==> src/rtl/rr_arbiter.sv <==
// Round-robin arbiter: one-hot combinational grant, searching upward from the port after the
// last granted one. The pointer moves only when the caller reports an actual grant.
module rr_arbiter #(
  parameter int unsigned PORT_NUM = 4
) (
  input  logic                clk_i,
  input  logic                rst_ni,
  input  logic [PORT_NUM-1:0] req_i,
  input  logic                advance_i,
  output logic [PORT_NUM-1:0] gnt_o
);

  localparam int unsigned IDX_W = (PORT_NUM > 1) ? $clog2(PORT_NUM) : 1;

  logic [IDX_W-1:0] last_q, last_d;
  logic [IDX_W-1:0] idx;
  logic             found;

  always_comb begin
    gnt_o  = '0;
    last_d = last_q;
    found  = 1'b0;
    idx    = '0;
    for (int k = 1; k <= int'(PORT_NUM); k++) begin
      idx = IDX_W'((int'(last_q) + k) % int'(PORT_NUM));
      if (!found && req_i[idx]) begin
        found      = 1'b1;
        gnt_o[idx] = 1'b1;
        last_d     = idx;
      end
    end
  end

  // Reset to the last port so that port 0 is searched first.
  always_ff @(posedge clk_i or negedge rst_ni) begin
    if (!rst_ni) begin
      last_q <= IDX_W'(PORT_NUM - 1);
    end else if (advance_i) begin
      last_q <= last_d;
    end
  end

endmodule

==> src/rtl/arb_mux.sv <==
// Round-robin arbitrating multiplexer: merges PORT_NUM valid/ready sources onto one registered
// output, reporting the winning source as a one-hot grant for routing responses back.
module arb_mux #(
  parameter int unsigned DATA_WIDTH = 8,
  parameter int unsigned PORT_NUM   = 4
) (
  input  logic                           clk_i,
  input  logic                           rst_ni,
  input  logic [DATA_WIDTH*PORT_NUM-1:0] data_i,
  input  logic [PORT_NUM-1:0]            valid_i,
  output logic [PORT_NUM-1:0]            ready_o,
  output logic [DATA_WIDTH-1:0]          data_o,
  output logic                           valid_o,
  input  logic                           ready_i,
  output logic [PORT_NUM-1:0]            grant_o
);

  logic [PORT_NUM-1:0]   gnt;
  logic [DATA_WIDTH-1:0] mux_data;
  logic                  load;
  logic                  any_req;
  logic                  advance;

  logic [DATA_WIDTH-1:0] data_q;
  logic                  valid_q;
  logic [PORT_NUM-1:0]   grant_q;

  assign load    = !valid_q || ready_i;
  assign any_req = |valid_i;
  assign advance = load && any_req;
  assign ready_o = gnt & {PORT_NUM{load}};

  rr_arbiter #(
    .PORT_NUM (PORT_NUM)
  ) u_rr_arbiter (
    .clk_i     (clk_i),
    .rst_ni    (rst_ni),
    .req_i     (valid_i),
    .advance_i (advance),
    .gnt_o     (gnt)
  );

  // AND-OR selection from the one-hot grant, mirroring the demux fan-out.
  always_comb begin
    mux_data = '0;
    for (int i = 0; i < int'(PORT_NUM); i++) begin
      mux_data = mux_data | (data_i[i*DATA_WIDTH +: DATA_WIDTH] & {DATA_WIDTH{gnt[i]}});
    end
  end

  always_ff @(posedge clk_i or negedge rst_ni) begin
    if (!rst_ni) begin
      data_q  <= '0;
      valid_q <= 1'b0;
      grant_q <= '0;
    end else if (load) begin
      if (any_req) begin
        data_q  <= mux_data;
        valid_q <= 1'b1;
        grant_q <= gnt;
      end else begin
        valid_q <= 1'b0;
        grant_q <= '0;
      end
    end
  end

  assign data_o  = data_q;
  assign valid_o = valid_q;
  assign grant_o = grant_q;

endmodule
==> config.mk <==
export PLATFORM = sky130hd
export DESIGN_NAME = arb_mux
export DESIGN_NICKNAME = d
export VERILOG_FILES = /design/src/rtl/rr_arbiter.sv /design/src/rtl/arb_mux.sv
export SDC_FILE = /design/constraint.sdc
export NUM_CORES = 1
export LEC_CHECK = 0
export CORE_MARGIN = 4
export CORE_UTILIZATION = 40
export CTS_CLUSTER_DIAMETER = 100
export DETAILED_ROUTE_END_ITERATION = 12
export GPL_ROUTABILITY_DRIVEN = 0
export PLACE_DENSITY = 0.77
export SLEW_MARGIN = 10
export SYNTH_ARGS = -nofsm -noshare
export SYNTH_HDL_FRONTEND = slang
export SYNTH_SLANG_ARGS = --single-unit
==> constraint.sdc <==
create_clock -name clk_i -period 10.7 [get_ports clk_i]
set_input_delay 2.14 -clock clk_i [delete_from_list [all_inputs] [get_ports clk_i]]
set_output_delay 2.14 -clock clk_i [all_outputs]
set_load 0.02 [all_outputs]
* Yosys cells after proc, flatten, opt, wreduce, memory -nomap -nowiden
Cells that the tools add are included.
** Word-level totals
- Flip-flop bits (word level) :: 15
- Output and inout bits :: 17
** Cells by class
- Add/subtract/negate cells :: 4
- Order comparisons :: 8
- Mux-type cells :: 29
- Bitwise logic cells :: 11
- Reduce and logical (&&, ||, !) cells :: 17
** Operators with widths (number)
- 8-bit bitwise AND :: 4
- 8-bit OR :: 3
- 4-bit 2-to-1 mux :: 5
- 2-bit by 3-bit < comparator with 1-bit output, second input constant :: 4
- 1-bit 2-to-1 mux :: 12
- 4-bit OR :: 3
- 1-bit binary-select mux with 2-bit select :: 4
- 1-bit demux with 2-bit select :: 4
- 2-bit by 1-bit >= comparator with 1-bit output, second input constant :: 4
- 1-bit logical AND :: 8
- 2-bit 2-to-1 mux :: 4
- 2-bit by 1-bit adder with 2-bit output, second input constant :: 2
- 2-bit adder, second input constant :: 2
- 4-bit bitwise AND :: 1
- 1-bit logical NOT :: 4
- 2-bit AND reduction :: 2
- 4-bit nonzero test :: 1
- 4-bit OR reduction :: 1
- 1-bit logical OR :: 1

* Logic depth before layout (Yosys ltp)
- Word-level depth :: 17
- Gate-level depth with buffers :: 11

* Modules after synthesis
Synthesis repeated with hierarchy kept, for this count alone.
** Second synthesis, totals
- Cell total of the unflattened synthesis :: 138
- Area total of the unflattened synthesis :: 1376.3 um2
** By module, submodules not included
- arb_mux :: instances 1, cells an instance 63, area an instance 715.7 um2
- rr_arbiter :: instances 1, cells an instance 75, area an instance 660.6 um2

* Worst setup path after synthesis
OpenSTA, ideal clock, no wires.
- Path type :: input-to-output
- Start :: input port valid_i[3]
- End :: output port ready_o[1]
- Arrival :: 3.721 ns
- Slack :: 4.839 ns
- Stages :: 6
- Buffers on the path :: 1
- Cells stage by stage :: buf_6 > or3b_1 > a2111o_1 > a21boi_4 > nor2_1 > nor2_1
** On the way
- Word-level cells in the longest chain between the ends :: 13
- Elaborated cells between the ends (all ways) :: 25
- Classes of those cells :: mux: 15; bitwise: 4; reduce/logical: 6
** Ends and longest elaborated chain
- start: declaration :: RTL line arb_mux.sv:10 : input logic [PORT_NUM-1:0] valid_i,
- 1-bit binary-select mux with 2-bit select :: RTL line rr_arbiter.sv:26 : if (!found && req_i[idx]) begin
- 1-bit 2-to-1 mux (not written as such) :: RTL line rr_arbiter.sv:26
- 1-bit 2-to-1 mux :: RTL line rr_arbiter.sv:26
- 1-bit logical NOT :: RTL line rr_arbiter.sv:26
- 1-bit logical AND :: RTL line rr_arbiter.sv:26
- 1-bit 2-to-1 mux :: RTL line rr_arbiter.sv:26
- 1-bit logical NOT :: RTL line rr_arbiter.sv:26
- 1-bit logical AND :: RTL line rr_arbiter.sv:26
- 1-bit 2-to-1 mux :: RTL line rr_arbiter.sv:26
- 1-bit logical NOT :: RTL line rr_arbiter.sv:26
- 1-bit logical AND :: RTL line rr_arbiter.sv:26
- 4-bit 2-to-1 mux * :: RTL line rr_arbiter.sv:26
- 4-bit bitwise AND * :: RTL line arb_mux.sv:31 : assign ready_o = gnt & {PORT_NUM{load}};
- end: declaration :: RTL line arb_mux.sv:11 : output logic [PORT_NUM-1:0] ready_o,
Mark *: on every way between the ends. The rest lies on a longest branch, timed or not. The select of a mux whose other input is x is not followed.

* Final worst setup path
- Start :: input port valid_i[2]
- End :: output port ready_o[2]
Same word-level chain as after synthesis.

==> flow_summary.json <==
{
  "status": "complete, no violations",
  "post_cts_resized": 0,
  "dp_hpwl_mm": 3.62,
  "fillers": 350,
  "cts-root-buf": "clkbuf_8",
  "num_vias": 1690,
  "postSynthAreaPerCell_um2": 8.60,
  "power_uw": 656,
  "worst_pin_slew_ns": 0.813,
  "synth-seq-cells": 15,
  "cp.required_ns": 8.56,
  "ys_seq_area_share_pct": 23.2,
  "cts_setup_buffers": 0,
  "ys_warn_count": 0,
  "min_delay_path_depth": 2,
  "hold_start": "grant_o[3]",
  "synth_area_leaders": "dfrtp_1 (20%), ha_1 (6.2%), nor2_1 (5.8%), o21ai_0 (5.2%), mux4_2 (4.2%)",
  "grt_pass1_vias": 1560,
  "reg2reg_to": "data_o[5]",
  "pwr_density_cell_mw_per_mm2": 295,
  "clk_pin_slew_worst_paths_ns": 0.07,
  "final-max-slew-violation-count": 0,
  "diodes": 0,
  "slew_headroom_pct": 45.6,
  "cts_made_buffers": 3,
  "reg2reg_depth": 7,
  "critPathTopFamily": "buffers and inverters",
  "worst-path-buf-inv": 2,
  "tritoncts": "done",
  "syn_area_mm2": 0.00163,
  "clk_latency_ns": 0.26,
  "clock-sinks": 15,
  "crit_type": "primary input to primary output",
  "rsz0062_at_grt": "false",
  "die-area_mm2": 0.00515,
  "die_w_um": 71.7,
  "max_freq_mhz": 143,
  "synth_top_area_cell": "dfrtp_1",
  "via_per_inst": 5.95,
  "grt_max_degree": 21,
  "cp-end-kind": "primary output",
  "rrSetupSlack_ns": 7.31,
  "cp-start-kind": "primary input",
  "portBuffers": 55,
  "p_leak_uw": 0.000801,
  "drt-total-wl_mm": 4.91,
  "drtIter0Drc": 237,
  "path_max_fanout": 12,
  "placement_rows": 22,
  "fin_crit_ns": 7.02,
  "drive_gt1_share_pct": 11.0,
  "fin_skew_ns": 0.00472,
  "drc": 0,
  "start_util_pct": 42.8,
  "timing.final.crit_share_pct": 65.6,
  "multi_input_area_mm2": 0.00116,
  "clockBufferDepth": 2,
  "layout_commonest_cell": "clkdlybuf4s50_1",
  "synth_nets": 236,
  "pin_count": 56,
  "fp.dieH_um": 71.7,
  "finalHoldViolations": 0,
  "timing.hold.ws_ns": 0.542,
  "min_path_type": "flop to flop",
  "ys.flop_type": "dfrtp_1",
  "worstPathArrival_ns": 4.88,
  "core_region_area_mm2": 0.00380,
  "r2r_start": "u_rr_arbiter.last_q[0]",
  "grt_pass1_wl_mm": 7.76,
  "grtUsageTotal_pct": 19.0,
  "cap_violations": 0,
  "register_area_um2": 378,
  "async_flop_share_pct": 100,
  "final_net_count": 284,
  "slowest_delay_ns": 0.67,
  "synthCells": 189,
  "dr.pass1.iters": 5,
  "syn_to_final_growth_pct": 36.6,
  "path_cells": "clkdlybuf4s50_1, or3b_1, a2111o_1, a21boi_2, nor2_1, nor2_1, clkdlybuf4s50_1",
  "setup_viol": 0,
  "antenna_found_initial": 0,
  "fin_setup_tns_ns": 0,
  "cpMaxStageDelayCell": "clkdlybuf4s50_1",
  "holdPathEnd": "grant_o[3]",
  "final_area_mm2": 0.00222,
  "peakVddDrop_v": 0.000145,
  "antenna_left": 0,
  "placed_cell_area_mm2": 0.00217,
  "drt-wirelength-per-cell_um": 17.3,
  "grt_overflow_total": 0,
  "synth_edf_count": 0,
  "layout_common_cells": "clkdlybuf4s50_1 (55), nor2_1 (25), o21ai_0 (17)",
  "htreeDepth": 1,
  "yosys.cell_types.count": 46,
  "postCtsHoldBufs": 0,
  "synth_top_area_share_pct": 20.0
}
-- metrics by stage --
step | std cells | worst slack [ns] | util [%]
global route | 284 | 3.50 | 58.5
finish | 284 | 3.68 | 58.5
detailed placement | 280 | 3.69 | 57.2
global placement | 280 | 3.72 | 57.2
floorplan | 189 | 4.84 | -
CTS | 284 | 3.68 | 58.5
-- power breakdown --
part           total (µW)  internal (µW)  switching [µW]
logic                 488            219             268
registers             118           88.1            30.2
clock network        50.2           25.9            24.3
total                 656            333             323
-- how the worst max path moves through the flow --
stage	startpoint	cells after the start	endpoint
2_1_floorplan	valid_i[3]	6	ready_o[1]
3_3_place_gp	valid_i[2]	7	ready_o[1]
3_5_place_dp	valid_i[2]	7	ready_o[2]
4_1_cts	valid_i[2]	7	ready_o[2]
5_1_grt	valid_i[3]	7	ready_o[2]
6_report	valid_i[2]	7	ready_o[2]
-- flip-flops by register name (all words and copies together), names as in the netlist --
name	cells
u_rr_arbiter.last_q	2
valid_o	1
data_o	8
grant_o	4
-- logic make-up (layout without fill, tap and decap cells) --
kind of cell	Yosys count	count (layout)	synth area share [%]
AO/OA/AOI/OAI	79	79	37.8
XOR/XNOR	1	1	0.539
adder cells (fa/ha/maj)	8	8	6.16
buffers and inverters	17	64	5.16
flip-flops	15	15	23.2
multiplexers	10	10	8.70
AND/OR/NAND/NOR	59	59	18.4
-- worst min-delay path, delay by kind of cell (launching register included) --
family / cells / cell delay [ns]
compound gates: 1 / 0.10
flops: 1 / 0.36
simple gates: 1 / 0.05
-- area by class of cell --
cell class                      instances  area share [%]
Sequential cell                        15            17.0
Clock inverter                          1           0.225
Clock buffer                            3            1.86
Timing Repair Buffer                   56            25.1
Tap cell                               48            2.70
Multi-Input combinational cell        157            52.4
Inverter                                4           0.676
-- per-layer routing --
layer,track usage (%),vias to the layer above,wire (µm)
met5,0,-,0
met4,4.80,0,51
met3,3.09,6,415
met2,28.7,82,2240
met1,28.0,782,2200
li1,-,820,-
-- Yosys cell counts, drive strengths merged (4+ instances only) --
cell,instances
mux2i,4
a22o,6
a221oi,8
a41oi,6
a21boi,4
nor2,25
a22oi,9
nor2b,7
dfrtp,13
clkbuf,6
nor3,4
o21ai,24
inv,4
nand2,10
ha,8
buf,7
a21oi,10
(Power assumes the default switching activity.)
